### config.mk
export PLATFORM = sky130hd
export DESIGN_NAME = mul_seq
export DESIGN_NICKNAME = d
export VERILOG_FILES = /design/src/rtl/mul_seq.sv
export SDC_FILE = /design/constraint.sdc
export NUM_CORES = 1
export LEC_CHECK = 0
export CAP_MARGIN = 20
export CORE_ASPECT_RATIO = 1.75
export CORE_UTILIZATION = 38
export CTS_BUF_LIST = sky130_fd_sc_hd__clkbuf_4
export DETAILED_ROUTE_END_ITERATION = 6
export PLACE_DENSITY_LB_ADDON = 0.25
export SLEW_MARGIN = 20
export SYNTH_ARGS = -nofsm -noshare
export SYNTH_HDL_FRONTEND = slang
export SYNTH_SLANG_ARGS = --single-unit
### constraint.sdc
create_clock -name clk -period 6.5 [get_ports clk]
set_clock_uncertainty 0.05 [all_clocks]
set_input_delay 1.95 -clock clk [delete_from_list [all_inputs] [get_ports clk]]
set_output_delay 1.95 -clock clk [all_outputs]
set_load 0.02 [all_outputs]
### src/rtl/mul_seq.sv
// Sequential 16x16 unsigned shift-and-add multiplier that borrows an external
// shared ALU for its additions and left shifts. It produces the low 16 bits of
// the product and a flag that is set when the true product needs more than
// 16 bits.
//
// All outputs are registered, including the ALU drive. The ALU operands for
// the next cycle are derived from the next-state values, so the ALU sees
// stable operands for the whole cycle in which its combinational result is
// consumed.

module mul_seq (
    input  logic        clk,
    input  logic        rst,
    input  logic        start,
    input  logic [15:0] opA,
    input  logic [15:0] opB,
    output logic        busy,
    output logic        done,
    output logic [15:0] result,
    output logic        ovf,
    output logic [15:0] alu_A,
    output logic [15:0] alu_B,
    output logic [3:0]  alu_Op,
    output logic        alu_Cin,
    output logic        alu_invA,
    output logic        alu_invB,
    output logic        alu_sign,
    output logic        alu_passthrough,
    output logic        alu_reverse,
    input  logic [15:0] alu_Out,
    input  logic        alu_Ofl
);

    localparam logic [3:0] OP_ADD = 4'b1000;
    localparam logic [3:0] OP_SLL = 4'b0010;

    typedef enum logic [1:0] {
        IDLE  = 2'd0,
        ADD   = 2'd1,
        SHIFT = 2'd2,
        DONE  = 2'd3
    } state_t;

    state_t      state_r;
    state_t      state_s;
    logic [15:0] acc_r;
    logic [15:0] acc_s;
    logic [15:0] mcand_r;
    logic [15:0] mcand_s;
    logic [15:0] mplier_r;
    logic [15:0] mplier_s;
    logic [4:0]  cnt_r;
    logic [4:0]  cnt_s;
    logic        ovf_acc_r;
    logic        ovf_acc_s;
    logic [15:0] result_s;
    logic        ovf_s;
    logic        busy_s;
    logic        done_s;
    logic [15:0] alu_a_s;
    logic [15:0] alu_b_s;
    logic [3:0]  alu_op_s;

    // The unused ALU controls are held inactive.
    assign alu_Cin         = 1'b0;
    assign alu_invA        = 1'b0;
    assign alu_invB        = 1'b0;
    assign alu_sign        = 1'b0;
    assign alu_passthrough = 1'b0;
    assign alu_reverse     = 1'b0;

    // Next-state and datapath update for one add/shift step of the multiply.
    always_comb begin
        state_s   = state_r;
        acc_s     = acc_r;
        mcand_s   = mcand_r;
        mplier_s  = mplier_r;
        cnt_s     = cnt_r;
        ovf_acc_s = ovf_acc_r;
        result_s  = result;
        ovf_s     = ovf;
        case (state_r)
            IDLE: begin
                if (start) begin
                    state_s   = ADD;
                    acc_s     = 16'h0000;
                    mcand_s   = opA;
                    mplier_s  = opB;
                    cnt_s     = 5'd0;
                    ovf_acc_s = 1'b0;
                end else begin
                    state_s = IDLE;
                end
            end
            ADD: begin
                // A carry out of the accumulator only counts when a partial
                // product was actually added.
                acc_s = alu_Out;
                if (mplier_r[0]) begin
                    ovf_acc_s = ovf_acc_r | alu_Ofl;
                end else begin
                    ovf_acc_s = ovf_acc_r;
                end
                state_s = SHIFT;
            end
            SHIFT: begin
                mcand_s  = alu_Out;
                mplier_s = {1'b0, mplier_r[15:1]};
                cnt_s    = cnt_r + 5'd1;
                // Losing a multiplicand bit matters only if a later
                // multiplier bit would still have used it.
                if (mcand_r[15] && (mplier_s != 16'h0000)) begin
                    ovf_acc_s = 1'b1;
                end else begin
                    ovf_acc_s = ovf_acc_r;
                end
                if (cnt_r < 5'd15) begin
                    state_s = ADD;
                end else begin
                    // The result is published as DONE is entered, so it is
                    // already valid in the same cycle as the done pulse.
                    state_s  = DONE;
                    result_s = acc_r;
                    ovf_s    = ovf_acc_s;
                end
            end
            DONE: begin
                state_s = IDLE;
            end
            default: begin
                state_s = IDLE;
            end
        endcase
    end

    // Output values for the state being entered: status flags and ALU drive.
    always_comb begin
        busy_s   = 1'b0;
        done_s   = 1'b0;
        alu_a_s  = 16'h0000;
        alu_b_s  = 16'h0000;
        alu_op_s = OP_ADD;
        case (state_s)
            ADD: begin
                busy_s   = 1'b1;
                alu_op_s = OP_ADD;
                alu_a_s  = acc_s;
                if (mplier_s[0]) begin
                    alu_b_s = mcand_s;
                end else begin
                    alu_b_s = 16'h0000;
                end
            end
            SHIFT: begin
                busy_s   = 1'b1;
                alu_op_s = OP_SLL;
                alu_a_s  = mcand_s;
                alu_b_s  = 16'h0001;
            end
            DONE: begin
                done_s = 1'b1;
            end
            IDLE: begin
                busy_s = 1'b0;
            end
            default: begin
                busy_s = 1'b0;
            end
        endcase
    end

    // State, datapath and output registers with synchronous reset.
    always_ff @(posedge clk) begin
        if (rst) begin
            state_r   <= IDLE;
            acc_r     <= 16'h0000;
            mcand_r   <= 16'h0000;
            mplier_r  <= 16'h0000;
            cnt_r     <= 5'd0;
            ovf_acc_r <= 1'b0;
            result    <= 16'h0000;
            ovf       <= 1'b0;
            busy      <= 1'b0;
            done      <= 1'b0;
            alu_A     <= 16'h0000;
            alu_B     <= 16'h0000;
            alu_Op    <= OP_ADD;
        end else begin
            state_r   <= state_s;
            acc_r     <= acc_s;
            mcand_r   <= mcand_s;
            mplier_r  <= mplier_s;
            cnt_r     <= cnt_s;
            ovf_acc_r <= ovf_acc_s;
            result    <= result_s;
            ovf       <= ovf_s;
            busy      <= busy_s;
            done      <= done_s;
            alu_A     <= alu_a_s;
            alu_B     <= alu_b_s;
            alu_Op    <= alu_op_s;
        end
    end

    mul_seq_checker u_checker (
        .clk    (clk),
        .rst    (rst),
        .busy   (busy),
        .done   (done),
        .alu_Op (alu_Op)
    );

endmodule

// Protocol properties of the multiplier outputs.
module mul_seq_checker (
    input logic       clk,
    input logic       rst,
    input logic       busy,
    input logic       done,
    input logic [3:0] alu_Op
);

    a_busy_done_excl: assert property (@(posedge clk) disable iff (rst) !(busy && done));
    a_done_pulse:     assert property (@(posedge clk) disable iff (rst) done |=> !done);
    a_alu_op_legal:   assert property (@(posedge clk) disable iff (rst)
                                       (alu_Op == 4'b1000) || (alu_Op == 4'b0010));

endmodule

# Yosys cells after proc, flatten, opt, wreduce, memory -nomap -nowiden
# Cells that the tools add are included.
# classes
muxes,21
n_bitwise,2
eq_ne,8
n_addsub,1
order_cmp,1
reduce_logical,9
# op_table
op,n
$pmux 16 s2,5
$mux 16,4
$reduce_bool 15->1,1
$pmux 5 s2,1
$eq 2x2->1 const B,4
$pmux 2 s4,1
$mux 1,6
$add 5x1->5 const B,1
$lt 5x4->1 const B,1
$mux 5,1
$eq 2x1->1 const B,2
$mux 4,1
$ne 2x2->1 const B,2
$reduce_and 2->1,2
$pmux 1 s3,1
$reduce_and 3->1,1
$reduce_bool 3->1,1
$logic_not 2->1,1
$mux 2,1
$reduce_bool 2->1,1
$reduce_or 2->1,1
$logic_and 1x1->1,1
$not 1->1,1
$or 1x1->1,1
# totals
output_inout_bits,61
input_bits,52
ff_bits,111
elab_cells,56

# Logic depth before layout (Yosys ltp)
# depth
depth_word,6
depth_mapped,13

# Worst setup path before layout
# No wires, ideal clock.
# synth_path
path_kind,input -> register
from,input port start
to,register alu_B[14]
stages,9
setup_ns,0.065
arrival_ns,3.572
n_path_buf,3
setup_slack_ns,2.813
path_cell_list,buf_6 > mux2i_2 > buf_6 > ha_1 > nor2_1 > nand2_1 > a21o_1 > buf_4 > nor2_1
# synth_between
elab_chain_len,4
word_cells_on_any_way,10
cone_classes,2 x eq/ne; 8 x mux
# synth_rtl
item,line_no,text
"start, declared",14,"input logic start,"
$mux 1 or $mux 16 (tied branches),84,if (start) begin
$pmux 2 s4 or $pmux 16 s2 (tied branches),82,case (state_r)
$eq 2x2->1 (tied with other cells),143,case (state_s)
$pmux 16 s2 (*),143,
"end signal, assigned",200,alu_B <= alu_b_s;
"end, declared",22,"output logic [15:0] alu_B,"
# Every way passes the cells marked *; elsewhere a longest branch is shown, timed or not. The select of a mux whose other input is x is not followed.
# A chain may end at the register's enable or synchronous reset.

# Worst setup path after layout
# layout_path
from,input port start
to,register alu_B[0]
# Same word-level chain as after synthesis.

==> run metrics <==
global-route wire length before repair ~17 mm; H-tree levels 3; FF-to-FF path depth 11; CP Data Required Time between 6000 and 7000 ps; Mapped Area roughly 4100 sq um; placed cell areas 5139 sq um; Clk Tree Root Cell clkbuf_4; Slew Viols, Final 0; Leak ~2.0 nW; final setup fails 0; RSZ-0062 raised after global routing false; max layer used met4; antenna-violating nets left 0; crit path DAT between 4000 and 5000 ps; Max-Cap Viols 0; clock sink count 109; EDFF count, synth 0; Core Region 10640 sq um; pwr dens 226.4 nW/um^2; share of cells above drive strength 1 6.142%; nets roughly 580; DP HPWL 7.429 mm; pre-CTS setup slack between 1500 and 2000 ps; CTS tree yes; met1 wire length roughly 4 mm; setup_tns 0 ps; Die Y 140.0 microns; Most used DFF post-synth dfxtp_1; Routed WL between 10 and 15 mm; startpoint type of the worst setup path input pin; via/cell ratio 5.356; Hold Fails Final Rpt 0; largest net degree at the start of global routing 79; RePlAce Congestion 0.7735; # hold bufs at CTS 0; 1st-iter DRT viols 241; global-route usage over all layers 20.25%; metal2 WL 6.100 mm; gr ovfl total 0; die width roughly 80 microns; vias in the first global route 3445; Setup CP Type in2reg; largest fanout on the critical path 25; Final Cell Area around 5300 sq um; post-synthesis sequential area ratio a little over half; # DRC 0; post-synthesis register bit count 109; Worst setup EP type register; HP Class reg2reg; Worst IR Drop VDD 0.0001288 V; initial antenna violation count 1; Tot Pwr 0.001192 W; Tmin final 4160 ps; CTS max path bufs 2; Distinct cells, synth 39; routed wl met3 562 microns; Final period util roughly 64%; clk slew on worst S/H paths 170 ps; fmax 0.2404 GHz; Initial Util roughly two fifths; worst slew pin tran 920.5 ps; via count 3492; I/O Buffers 104; Max-slew headroom 38.57%; Post-CTS Setup Inserts 0; ys async rst share 0%; post-CTS sizing 0; wire per inst 16.77 microns; outcome completed; Hold Crit Depth 2; first-pass detailed-route iteration total 6; Gate Count Post-Synth 429; syn avg cell area between 9 and 10 sq um; Die Area about 11000 sq um; row cnt 50; most frequent cells in the layout 109 x dfxtp_1, 103 x clkdlybuf4s50_1, 84 x nor2_1; Inserted Clock Buffers 9; most common cell after layout, fill and taps aside dfxtp_1; area grow syn2layout 27.40%; yosys warns 0; I/O Pins approximately 110; later-pin clock latency in the skew report between 400 and 500 ps; final worst setup slack 2340 ps
==> worst max-delay path: stages <==
cell	delay [ps]
clkdlybuf4s50_1	440
mux2i_2	150
buf_4	290
ha_1	270
nor2_1	170
nand2_1	460
a21o_1	540
o21ai_0	220
==> per-layer routing <==
metal | vias up | global-route usage [%]
li1 | 1682 | -
met1 | 1672 | 21.97
met2 | 122 | 37.33
met4 | 0 | 9.117
met3 | 16 | 2.866
met5 | - | 0
==> cell families after synthesis <==
family	count (synthesis)	synth area share, %
other cells	1	0.09074
mux	19	4.723
buf+inv	47	6.812
flops	109	52.80
compound gates	96	17.80
simple gates	149	15.35
fa+ha+maj	8	2.422
==> Yosys cell counts, types with 2 or more instances <==
master / n / share of area, %
buf_2: 9 / 1.1
nor2_1: 84 / 7.6
a22oi_1: 20 / 3.6
nand3_1: 2 / 0.24
o21ai_0: 4 / 0.48
and2_1: 2 / 0.30
a221oi_1: 10 / 2.1
buf_6: 5 / 1.4
nand2b_1: 2 / 0.30
dfxtp_1: 109 / 53
nor3b_1: 2 / 0.36
a221oi_2: 5 / 1.8
a222oi_1: 14 / 3.4
nand4_1: 2 / 0.30
nor3_1: 2 / 0.24
nor4_1: 4 / 0.61
nor2b_1: 4 / 0.61
inv_1: 8 / 0.73
buf_4: 12 / 2.2
nand2_1: 40 / 3.6
nor4b_1: 2 / 0.42
o22ai_1: 16 / 2.4
ha_1: 8 / 2.4
mux2i_1: 17 / 4.1
a21oi_1: 21 / 2.5
a21o_1: 2 / 0.36
clkbuf_1: 11 / 1.0
==> flip-flops by register name (all words and copies together), names as in the netlist, 2 cells and up <==
name,flops
alu_Op,2
alu_B,16
result,16
alu_A,16
state_r,2
cnt_r,5
mcand_r,16
acc_r,16
mplier_r,16
==> power breakdown <==
group	leakage, nW	switching (W)	internal [W]
clock	0.0645	0.000224	0.0000864
sequential	0.886	0.0000159	0.000694
combinational	1.00	0.0000961	0.0000758
==> per-stage QoR <==
stage | hold WS, ps | cells | util [%]
final | 396.8 | 652 | 49.51
after global routing | 406.6 | 652 | 49.51
after CTS | 400.8 | 651 | 49.48
after detailed placement | 395.7 | 635 | 48.32
after global placement | 387.3 | 635 | 48.32
after floorplan | 381.6 | 436 | -
==> path summary, 6_finish.rpt <==
check / startpoint / end / slack (ps)
worst max-delay path: start / alu_B[0] / 2340
worst min-delay path: acc_r[1] / result[1] / 400
worst max register to register: state_r[0] / alu_B[0] / 2630
worst min register to register: acc_r[1] / result[1] / 400
==> final cells by class <==
type / instances / area, sq um
well taps: 130 / 162.7
flip-flops and latches: 109 / 2182
multi-input cells: 280 / 1698
inverters: 8 / 30.03
repair buffers: 108 / 1066
fillers: 1034 / 5370
diodes: 1 / 2.502
clock inverters: 6 / 48.80
clock buffers: 10 / 75.07
(Power assumes the default switching activity.)
